<file path="config.mk">
export PLATFORM = sky130hd
export DESIGN_NAME = demux_stream
export DESIGN_NICKNAME = d
export VERILOG_FILES = /design/src/rtl/demux_stream.sv
export SDC_FILE = /design/constraint.sdc
export NUM_CORES = 1
export LEC_CHECK = 0
export CORE_MARGIN = 1.5
export CORE_UTILIZATION = 30
export DETAILED_ROUTE_END_ITERATION = 16
export SLEW_MARGIN = 30
export SYNTH_ARGS = -nofsm -noshare
export SYNTH_HDL_FRONTEND = slang
export SYNTH_SLANG_ARGS = --single-unit
</file>
<file path="constraint.sdc">
create_clock -name clock -period 3.75 [get_ports clock]
set_input_delay 0.5625 -clock clock [delete_from_list [all_inputs] [get_ports clock]]
set_output_delay 0.5625 -clock clock [all_outputs]
set_load 0.1 [all_outputs]
</file>
<file path="src/rtl/demux_stream.sv">
// demux_stream
//   Registered 1-to-CHANNELS stream demultiplexer with valid/ready handshakes.
//   Each input word goes either to the channel selected by in_key or, when
//   in_broadcast is set, to every channel at once. Each output channel has a
//   single-entry register. There is no input buffering.
//
// Ports
//   clock          rising-edge clock
//   reset          asynchronous, active-high reset
//   enable         gates acceptance of new input words; output slots still drain
//   in_data        input word
//   in_key         destination channel index (ignored on broadcast)
//   in_broadcast   deliver the word to every channel
//   in_valid       producer offers a word
//   in_ready       word is accepted this cycle (combinational, independent of in_valid)
//   out_data       channel i word at [i*DATA_WIDTH +: DATA_WIDTH]
//   out_valid      channel i holds a word
//   out_ready      consumer i takes its word
//   accepted_count number of accepted input transfers, wraps around
module demux_stream #(
    parameter int DATA_WIDTH  = 8,
    parameter int SEL_WIDTH   = 3,
    parameter int COUNT_WIDTH = 16,
    parameter int CHANNELS    = 2**SEL_WIDTH
) (
    input  logic                           clock,
    input  logic                           reset,
    input  logic                           enable,
    input  logic [DATA_WIDTH-1:0]          in_data,
    input  logic [SEL_WIDTH-1:0]           in_key,
    input  logic                           in_broadcast,
    input  logic                           in_valid,
    output logic                           in_ready,
    output logic [CHANNELS*DATA_WIDTH-1:0] out_data,
    output logic [CHANNELS-1:0]            out_valid,
    input  logic [CHANNELS-1:0]            out_ready,
    output logic [COUNT_WIDTH-1:0]         accepted_count
);

    logic [CHANNELS-1:0] free;
    logic [CHANNELS-1:0] load;
    logic                accept;

    // A full slot being drained this cycle can take a new word in the same
    // cycle, so each channel sustains one word per clock.
    assign free = ~out_valid | out_ready;

    always_comb begin
        in_ready = 1'b0;
        if (!reset && enable) begin
            if (in_broadcast)
                in_ready = &free;
            else
                in_ready = free[in_key];
        end
    end

    assign accept = in_valid && in_ready;

    always_comb begin
        load = '0;
        for (int i = 0; i < CHANNELS; i++)
            load[i] = accept && (in_broadcast || (in_key == SEL_WIDTH'(i)));
    end

    // Reload takes priority over drain so a simultaneous drain and reload
    // keeps the slot full with the new word.
    always_ff @(posedge clock or posedge reset) begin
        if (reset) begin
            out_valid      <= '0;
            out_data       <= '0;
            accepted_count <= '0;
        end else begin
            for (int i = 0; i < CHANNELS; i++) begin
                if (load[i]) begin
                    out_valid[i]                          <= 1'b1;
                    out_data[i*DATA_WIDTH +: DATA_WIDTH] <= in_data;
                end else if (out_ready[i]) begin
                    out_valid[i] <= 1'b0;
                end
            end
            if (accept)
                accepted_count <= accepted_count + COUNT_WIDTH'(1);
        end
    end

endmodule
</file>
# == Word level (Yosys, flattened, before mapping) ==
# Cells that the tools add are included.
# op_classes
eq_ne,7
mux,20
add_sub_neg,1
magnitude_cmp,1
n_reduce_logical,29
bitwise,2
# ops
operator,count
two-way mux 1 bit,19
adder 16 x 1 -> 16 bit (second input constant),1
nonzero test 2 bit,8
== test 3 bit (second input constant),4
logical AND 1 bit,10
logical OR 1 bit,8
inverter 8 bit,1
OR 8 bit,1
AND reduction 8 bit,1
== test 3 x 2 -> 1 bit (second input constant),2
less-than comparator 3 x 4 -> 1 bit (second input constant),1
binary-select mux 1 bit (select 3 bit),1
== test 3 x 1 -> 1 bit (second input constant),1
zero test 3 bit,1
zero test 1 bit,1
# totals
inputBits,24
reg_bits,88
output_inout_bits,89

# == Logic depth before layout (Yosys ltp) ==
# Gate-level depths: netlist of run 1.
# logic_depth
depth_word,9
mapped_depth,8
ltp_nobuf,6

# == Worst setup path before layout of run 1 ==
# No wires, ideal clock.
# synth_timing
path_type,register -> output
from,register out_valid[1]
to,output port in_ready
arrival_time_ps,4670
slack_ps,-1482
n_path_buf,0
path_stages_with_launch,5
cell_sequence,dfrtp_1 -> nor2b_1 -> or4_1 -> o21a_1 -> nor4bb_1
# synth_via
elab_chain_len,6
elab_cells_between_ends,7
classes_between,mux: 4; bitwise: 2; reduce/logical: 1
# synth_lines
item,line_no,text
start: declaration,35,"output logic [CHANNELS-1:0] out_valid,"
start signal: assignment,70,out_valid <= '0;
start signal: indexed assignment,76,out_valid[i] <= 1'b1;
start signal: indexed assignment,79,out_valid[i] <= 1'b0;
inverter 8 bit (*),46,assign free = ~out_valid | out_ready;
OR 8 bit (*),46,
binary-select mux 1 bit (select 3 bit),54,in_ready = free[in_key];
two-way mux 1 bit (not written as such),54,
two-way mux 1 bit (*),51,if (in_broadcast)
two-way mux 1 bit (*),50,if (!reset && enable) begin
end: declaration,33,"output logic in_ready,"
# Mark *: on every way between the ends. The rest lies on a longest branch, timed or not. The select of a mux whose other input is x is not followed.

# == Worst setup path after layout of run 1 ==
# layout_timing
from,input port in_key[0]
to,output port in_ready
# layout_via
elab_chain_len,4
# layout_lines
item,line_no,text
start: declaration,30,"input logic [SEL_WIDTH-1:0] in_key,"
binary-select mux 1 bit (select 3 bit),54,
two-way mux 1 bit (not written as such),54,
two-way mux 1 bit,51,
two-way mux 1 bit,50,
# No other way between the ends. The select of a mux whose other input is x is not followed.

==> summary.txt, run 1 <==
Core area -> 12,200 um^2
Clock root cell -> clkbuf_16
Final wirelength -> 9450 um
Maximum operating frequency -> 320 MHz
Die Wd -> 115 um
Worst slew margin -> 31.6%
Worst-path clk slew -> 0.06 ns
Tmin final -> 3.13 ns
Synth Warn # -> 0
Clock Latency Late Sink -> 0.34 ns
DR WL/cell -> 17.0 um
Syn avg cell area -> 14.6 um^2
Drt initial violations -> 153
Vias per cell -> 4.54
Area growth syn-to-layout -> 42.9%
I/O pin total -> 113
CP max FO -> 9
Mux share of post-synthesis cell area -> 22.8%
Leakage -> 2.34 nW
Resize count post-CTS -> 0
TritonCTS Buffers -> 9
Synth top area cells -> dfrtp_1 (58%), mux2_2 (12%), mux2_4 (9.5%)
Post-layout net count -> 407
Sequential share of the synthesized area -> 58.0%
Min-delay src -> accepted_count[11]$_DFFE_PP0P_
Compound-Gate Fraction of Synth Area -> 3.72%
Hold path cells -> 1
Status -> finished, final reports clean
Cell Area, Synth -> 3800 um^2
DRT antenna net count -> 0
Critical path type -> in -> out
Vias post-DR -> 2,521
RSZ-0062 raised after global routing -> no
Final worst-path cycle share -> 83.4%
Diode count -> 0
Worst endpoint required time -> 3.19 ns
Max Cap Viol -> 0
Global route overflow -> 0
Ratio of cells with drive above 1 in the final layout -> 28.7%
Initial antenna violation count -> 0
#FFs+latches synth -> 88
Placed cells -> 539
HP Class -> reg -> reg
Most common cell after layout, fill and taps aside -> clkdlybuf4s50_1
Setup crit end kind -> output pin
Adder-cell share of the synthesized area -> 0.330%
WP data arrival -> 2.56 ns
Layout Cells excl Fill -> 555
Worst setup skew after layout -> 0.00582 ns
Starting density of the core -> 31.2%
Worst VDD drop -> 0.000641 V
Hpwl dp -> 6460 um
H-tree depth -> 3
Utilization after layout -> 44.6%
Synth Area in XOR/XNOR -> 3.46%
Site Rows -> 40
Pwr/cell area -> 911 nW/um^2
TritonCTS clock tree -> yes
Cell area after layout -> 5420 um^2
Global-route wire length before repair -> 15,000 um
Worst Reg-to-Reg Cells -> 8
Hold Path Sink -> accepted_count[11]$_DFFE_PP0P_
Cts hold-fix bufs -> 0
Most frequent cells in the layout -> clkdlybuf4s50_1 (107), dfrtp_1 (88), mux2_2 (41)
Reg2reg setup slack -> 0.97 ns
Die Y -> 115 um
Worst r2r dst -> out_data[25]$_DFFE_PP0P_
# DRC -> 0
Worst slew pin tran -> 1.02 ns
Largest family of logic cells by synthesized area -> multiplexers
Count of final max-slew check failures -> 0
Final Hold Fails -> 0
Reg2reg start -> out_valid[1]$_DFFE_PP0P_
Largest net degree at the start of global routing -> 64
Cell variety after synth -> 33
Post-DP Area -> 5130 um^2
Setup_tns -> 0 ns
GRT Total Usage -> 15.2%
CTS max path bufs -> 2
Num Clock Sinks -> 88
Power, Total -> 4.94 mW
Synth area leader -> dfrtp_1
Vias in the first global route -> 2,625
Gpl congestion -> 0.715
Simple-gate portion of the synthesized area -> 8.21%
Crit path launch type -> input port
Cell count after synthesis -> 260
Input/output buffers -> 112
Syn Nets -> 285
Die area -> 13,300 um^2
Post-CTS setup buffer count -> 0
Fill cells -> 1,130
Post-synth top area share -> 58.0%
Setup Viol. Count Final -> 0
Drt pass-1 iters -> 4
## where the power goes
group          switching (mW)  total (mW)  internal, mW
Combinational            2.02        2.65         0.633
Clock                   0.399       0.943         0.544
Sequential              0.161        1.35          1.18
Total                    2.58        4.94          2.36
## sequential cells by signal (all words and copies together) (netlist names)
register / flops
out_valid: 8
accepted_count: 16
out_data: 64
## worst max path at each step
stage	to	depth (start not counted)	startpoint
floorplan	in_ready	4	out_valid[1]$_DFFE_PP0P_
global placement	out_data[27]$_DFFE_PP0P_	9	out_ready[1]
detailed placement	out_data[26]$_DFFE_PP0P_	9	out_ready[1]
CTS	in_ready	7	in_key[0]
global route	in_ready	7	in_key[0]
finish	in_ready	7	in_key[0]
## area by class of cell
| cell class | instances | area (um^2) | area share (%) |
|---|---|---|---|
| flip-flops and latches | 88 | 2200 | 40.6 |
| multi-input cells | 154 | 1480 | 27.3 |
| repair buffers | 123 | 1190 | 22.0 |
| clock buffers | 10 | 239 | 4.41 |
| well taps | 168 | 210 | 3.88 |
| clock inverters | 6 | 73.8 | 1.36 |
| inverters | 6 | 26.3 | 0.484 |
## cell usage after synthesis (all sizes together)
master / number
dfrtp: 88
a31oi: 1
o21ai: 2
nand3: 7
clkbuf: 1
nand2b: 4
buf: 11
nor4bb: 1
mux2: 65
nor4b: 1
and3: 2
or4: 1
a21o: 2
mux4: 2
a21oi: 3
nor3: 3
a211oi: 1
ha: 1
nand2: 11
xnor2: 14
nand4: 8
nor4: 1
o21a: 5
nor2b: 7
inv: 6
nor2: 6
xor2: 1
or2: 5
## cells by family after synthesis
family | Yosys count
flops | 88
mux | 67
simple gates | 57
buf+inv | 18
xor+xnor | 15
compound gates | 14
fa+ha+maj | 1
## metal layers
metal	global-route usage [%]	up-vias	share of wire (%)
met2	22.4	91	45
met4	3.95	0	0.92
met1	19.9	1274	44
li1	-	1148	-
met5	0	-	0
met3	7.90	8	9.9
## critical path, cell delays in order
cell and delay, ns:
clkdlybuf4s50_1 0.50, buf_4 0.17, mux4_2 0.50, a21oi_1 0.29, nand2_1 0.16, nor4bb_4 0.19, buf_12 0.18
## stage by stage
step	hold WS, ns	worst slack [ns]
finish	0.496	0.624
global route	0.512	0.480
CTS	0.492	0.605
detailed placement	0.484	0.401
global placement	0.478	0.444
floorplan	0.711	0.304
Note: power is estimated with default switching activity, not from simulation.
==> run 2, diff against run 1 <==
- clock period: 3.75 -> 2.8 ns (I/O delays scaled with it)
==> summary.txt, run 2 (same netlist as run 1, synthesis figures left out) <==
Status -> finished, final reports clean
Sequential share of power -> 28.0% (+0.8 points)
Reg2reg start -> out_valid[0]$_DFFE_PP0P_
Input/output buffers -> 112 (unchanged)
# DRC -> 0 (unchanged)
CP startpoint -> in_key[1]
DR WL/cell -> 16.5 um (-2.8%)
Cell internal pwr -> 2.99 mW (+27%)
Diode count -> 0 (unchanged)
Critical path type -> in -> out
Worst VDD drop -> 0.000838 V (+31%)
Drt pass-1 iters -> 4 (unchanged)
Initial antenna violation count -> 0 (unchanged)
Vias per cell -> 4.51 (-0.72%)
Die area -> 13,300 um^2 (unchanged)
TritonCTS Buffers -> 9 (unchanged)
Vias in the first global route -> 2,593 (-1.2%)
Worst Reg-to-Reg Cells -> 9 (+1)
CP Buf/Inv Count -> 2 (-1)
Setup ws final -> 0.0828 ns (-0.541 ns)
Storage element area -> 2210 um^2 (+0.23%)
Slowest cell on crit path -> clkdlybuf4s50_1
Top delay family on crit path -> buffers and inverters
Multi-input gate area -> 1570 um^2 (+6.2%)
TritonCTS clock tree -> yes
Final wirelength -> 9410 um (-0.39%)
Pre-CTS WS -> -0.264 ns (-0.665 ns)
Drt initial violations -> 96 (-37%)
Most frequent cells in the layout -> buf_4 (112), dfrtp_1 (84), mux2_2 (34)
Final Hold Fails -> 0 (unchanged)
Cell area after layout -> 5410 um^2 (-0.32%)
Worst-path clk slew -> 0.06 ns (about the same)
Final worst-path cycle share -> 97.0%
Site Rows -> 40 (unchanged)
GRT Total Usage -> 14.5% (-0.72 points)
Crit path launch type -> input port
Critical path's largest stage delay -> 0.51 ns (about the same)
Power, Total -> 6.46 mW (+31%)
Maximum operating frequency -> 368 MHz
Top reg by flops -> out_data
Die Wd -> 115 um (unchanged)
Die Y -> 115 um (unchanged)
CTS max path bufs -> 2 (unchanged)
Setup_tns -> 0 ns (unchanged)
Clock root cell -> clkbuf_16
CP max FO -> 2 (-7)
Final hold slack -> 0.475 ns (-0.0208 ns)
Worst setup skew after layout -> 0.00695 ns (+0.00113 ns)
WP data arrival -> 2.30 ns (-0.26 ns)
End of the critical path -> in_ready
Area growth syn-to-layout -> 42.4%
Max reg flops -> 64 (unchanged)
Global-route wire length before repair -> 14,400 um (-4.0%)
DRT antenna net count -> 0 (unchanged)
I/O pin total -> 113 (unchanged)
Count of final max-slew check failures -> 0 (unchanged)
RSZ-0062 raised after global routing -> no
Reg2reg setup slack -> 0.15 ns (-0.82 ns)
Core area -> 12,200 um^2 (unchanged)
Worst endpoint required time -> 2.38 ns (-0.81 ns)
Pwr/cell area -> 1190 nW/um^2 (+31%)
Tmin final -> 2.72 ns
Worst slew pin tran -> 0.783 ns (-0.240 ns)
Vias post-DR -> 2,566 (+1.8%)
Crit path cell chain -> clkdlybuf4s50_1 -> mux4_2 -> or2_4 -> nand2_1 -> nor4bb_4 -> buf_12
Worst slew margin -> 47.3% (+16 points)
Switching share of power -> 53.7% (+1.5 points)
Clock Latency Late Sink -> 0.34 ns (about the same)
Top Registers -> out_data x64, accepted_count x16, out_valid x8
Comb pwr share -> 54.1% (+0.4 points)
Post-layout net count -> 421 (+3.4%)
Hpwl dp -> 6540 um (+1.1%)
Critical path depth -> 6 (-1)
Cts hold-fix bufs -> 0 (unchanged)
Net Sw Power -> 3.47 mW (+34%)
Most common cell after layout, fill and taps aside -> buf_4
Post-DP Area -> 5110 um^2 (-0.44%)
Fill cells -> 1,138 (+0.71%)
Leakage -> 2.54 nW (+8.9%)
Max Cap Viol -> 0 (unchanged)
Ratio of cells with drive above 1 in the final layout -> 56.1% (+27 points)
Largest net degree at the start of global routing -> 51 (-20%)
Num Clock Sinks -> 88 (unchanged)
Starting density of the core -> 31.2% (unchanged)
Setup crit end kind -> output pin
Clk pwr share -> 17.9% (-1.2 points)
HP Class -> reg -> reg
Setup Viol. Count Final -> 0 (unchanged)
Worst r2r dst -> out_data[20]$_DFFE_PP0P_
Global route overflow -> 0 (unchanged)
H-tree depth -> 3 (unchanged)
Gpl congestion -> 0.781 (+9.2%)
==> run 2: cell count changes in the layout (fill, tap and decap cells not counted), moves of 7 or more <==
cell             change
buf_4              +101
clkdlybuf4s50_1     -87
mux2_2               -7
mux2_4               +7
==> run 2: worst min-delay path by stage <==
stage / start / endpoint / slack, ns / cells past startpoint
2_1_floorplan: in_data[0] / out_data[0]$_DFFE_PP0P_ / 0.57 / 1
3_3_place_gp: accepted_count[15]$_DFFE_PP0P_ / accepted_count[15]$_DFFE_PP0P_ / 0.46 / 1
3_5_place_dp: accepted_count[15]$_DFFE_PP0P_ / accepted_count[15]$_DFFE_PP0P_ / 0.47 / 1
4_1_cts: accepted_count[15]$_DFFE_PP0P_ / accepted_count[15]$_DFFE_PP0P_ / 0.48 / 1
5_1_grt: accepted_count[15]$_DFFE_PP0P_ / accepted_count[15]$_DFFE_PP0P_ / 0.50 / 1
6_report: accepted_count[15]$_DFFE_PP0P_ / accepted_count[15]$_DFFE_PP0P_ / 0.48 / 1
==> run 2: timing repair <==
action | in CTS | in global routing
endpoints found under the setup margin | 1 | 5
buffers inserted | 1 | 0
pin swaps | 2 | 3
gates resized for setup | 2 | 5
hold endpoints to repair | 0 | 0
==> run 2: per-stage QoR <==
stage	instances	util, %
2_1_floorplan	260	-
3_3_place_gp	553	42.0
3_5_place_dp	553	42.0
4_1_cts	570	44.4
5_1_grt	569	44.5
6_report	569	44.5
==> run 2: power by group through the flow <==
stage                     sequential [mW]  clock (mW)  combinational [mW]
after CTS                            1.81        1.19                3.51
after global placement               1.82           0                3.50
after floorplan                      4.11           0               0.481
after global routing                 1.85        1.23                3.59
final                                1.81        1.16                3.49
after detailed placement             1.82           0                3.51
==> run 2: metal layers <==
layer,routed length [um],track usage [%],up-vias
met5,0,0,-
met4,105,5.02,0
met3,786,6.17,9
met2,4320,22.0,92
met1,4200,18.7,1294
li1,-,-,1171
==> run 2: cell type report <==
class,instances,area share (%)
flip-flops and latches,88,40.8
multi-input cells,154,29.0
repair buffers,137,20.6
clock buffers,10,4.24
well taps,168,3.89
clock inverters,6,0.972
inverters,6,0.486
==> run 3, diff against run 2 <==
- CORE_UTILIZATION: 30 -> 42
- PLACE_DENSITY: default -> 0.75
==> summary.txt, run 3 (same netlist as run 1, synthesis figures left out) <==
Status -> finished, final reports clean
CP max FO -> 3 (+1)
Clock Latency Late Sink -> 0.34 ns (about the same)
Utilization after layout -> 59.9% (+15 points)
Critical path's largest stage delay -> 0.51 ns (about the same)
Crit path cell chain -> clkdlybuf4s50_1 -> mux4_2 -> or2_4 -> nand2_1 -> nor4bb_4 -> buf_12
Gpl congestion -> 0.819 (+4.9%)
Vias per cell -> 5.09 (+13%)
Pwr/cell area -> 1190 nW/um^2 (-0.18%)
Global route overflow -> 0 (unchanged)
Critical path type -> in -> out
Top delay family on crit path -> buffers and inverters
Drt pass-1 iters -> 4 (unchanged)
Worst slew margin -> 47.5% (+0.18 points)
Core area -> 8720 um^2 (-28%)
Num Clock Sinks -> 88 (unchanged)
Global-route wire length before repair -> 14,400 um (about the same)
Starting density of the core -> 43.5% (+12 points)
Top Registers -> out_data x64, accepted_count x16, out_valid x8
Worst VDD drop -> 0.000887 V (+5.9%)
Final Hold Fails -> 0 (unchanged)
Initial antenna violation count -> 0 (unchanged)
Maximum operating frequency -> 369 MHz (+0.23%)
Area growth syn-to-layout -> 37.5%
Setup_tns -> 0 ns (unchanged)
Worst-path clk slew -> 0.09 ns (+0.03 ns)
Post-layout net count -> 416 (-1.2%)
Final wirelength -> 8890 um (-5.5%)
Max reg flops -> 64 (unchanged)
Top reg by flops -> out_data
Reg2reg setup slack -> 0.22 ns (+0.07 ns)
Tmin final -> 2.71 ns (-0.00612 ns)
CTS max path bufs -> 2 (unchanged)
Vias post-DR -> 2,563 (-0.12%)
TritonCTS Buffers -> 9 (unchanged)
Most frequent cells in the layout -> buf_4 (107), dfrtp_1 (84), mux2_2 (34)
Most common cell after layout, fill and taps aside -> buf_4
Slowest cell on crit path -> clkdlybuf4s50_1
Cell area after layout -> 5220 um^2 (-3.4%)
Worst endpoint required time -> 2.38 ns (about the same)
GRT Total Usage -> 19.2% (+4.7 points)
RSZ-0062 raised after global routing -> no
Cts hold-fix bufs -> 0 (unchanged)
Input/output buffers -> 112 (unchanged)
Site Rows -> 34 (-15%)
Largest net degree at the start of global routing -> 58 (+14%)
Hpwl dp -> 6230 um (-4.6%)
Die Y -> 98.1 um (-15%)
Final hold slack -> 0.491 ns (+0.0160 ns)
Drt initial violations -> 69 (-28%)
Setup crit end kind -> output pin
Ratio of cells with drive above 1 in the final layout -> 55.6% (-0.55 points)
Diode count -> 0 (unchanged)
Max Cap Viol -> 0 (unchanged)
H-tree depth -> 3 (unchanged)
Crit path launch type -> input port
Setup Viol. Count Final -> 0 (unchanged)
WP data arrival -> 2.29 ns (about the same)
Worst slew pin tran -> 0.781 ns (-0.00264 ns)
Worst setup skew after layout -> 0.00637 ns (-0.000574 ns)
DR WL/cell -> 17.6 um (+6.7%)
Post-DP Area -> 5000 um^2 (-2.2%)
Final worst-path cycle share -> 96.8% (-0.22 points)
Die Wd -> 98.1 um (-15%)
I/O pin total -> 113 (unchanged)
TritonCTS clock tree -> yes
# DRC -> 0 (unchanged)
Vias in the first global route -> 2,654 (+2.4%)
Die area -> 9620 um^2 (-28%)
CP Buf/Inv Count -> 2 (unchanged)
Clock root cell -> clkbuf_8
Count of final max-slew check failures -> 0 (unchanged)
Leakage -> 2.48 nW (-2.5%)
DRT antenna net count -> 0 (unchanged)
HP Class -> reg -> reg
==> run 3: changes by cell type in the layout (fill, tap and decap cells not counted), sizes merged <==
cell | before | now
buf | 114 | 109
dlymetal6s2s | 1 | 0
inv | 8 | 6
clkdlybuf4s50 | 20 | 21
bufinv | 0 | 1
clkbuf | 10 | 11
==> run 3: worst register-to-register path, delay by kind of cell (launching register included) <==
kind | cells | cell delay [ns]
buf+inv | 1 | 0.32
mux | 2 | 0.79
compound gates | 2 | 0.54
flops | 1 | 0.41
simple gates | 2 | 0.41
==> run 3: through the flow <==
| step | cells | setup slack (ns) | total power [mW] |
|---|---|---|---|
| after global routing | 504 | 0.0210 | 6.44 |
| after floorplan | 260 | -0.291 | 4.59 |
| after global placement | 488 | -0.202 | 5.30 |
| after detailed placement | 488 | -0.227 | 5.32 |
| final | 504 | 0.0889 | 6.23 |
| after CTS | 504 | 0.0115 | 6.27 |
==> run 3: what timing repair did <==
item / 4_1_cts / 5_1_grt
pin swaps: 1 / 2
resized for setup: 2 / 3
hold endpoints to repair: 0 / 0
buffers inserted: 0 / 1
setup endpoints to repair: 1 / 1
==> run 3: layout make-up <==
type	count	area, um^2
sequential	88	2210
fill	710	3500
clock inverter	5	62.6
tap	108	135
inverter	6	26.3
clock buffer	11	151
timing repair buffer	132	1070
multi-input combinational	154	1570
==> run 3: worst paths after layout <==
kind | start | end | cells past startpoint
hold / removal | accepted_count[15]$_DFFE_PP0P_ | accepted_count[15]$_DFFE_PP0P_ | 1
hold reg to reg | accepted_count[15]$_DFFE_PP0P_ | accepted_count[15]$_DFFE_PP0P_ | 1
min in group asynchronous | reset | accepted_count[14]$_DFFE_PP0P_ | 3
max in group asynchronous | reset | out_data[30]$_DFFE_PP0P_ | 4
setup / recovery | in_key[1] | in_ready | 6
setup reg to reg | out_valid[3]$_DFFE_PP0P_ | out_data[38]$_DFFE_PP0P_ | 7
==> run 3: metal layers <==
layer  track usage, %  vias up  routed length (um)
met1             26.6     1289                3990
met3             6.08       12                 729
met4             6.26        0                 125
li1                 -     1166                   -
met5                0        -                   0
met2             28.8       96                4050
==> run 3: where the power goes <==
part | total [mW] | switching (mW) | internal, mW
combinational | 3.49 | 2.71 | 0.782
clock | 0.932 | 0.466 | 0.466
sequential | 1.81 | 0.220 | 1.59
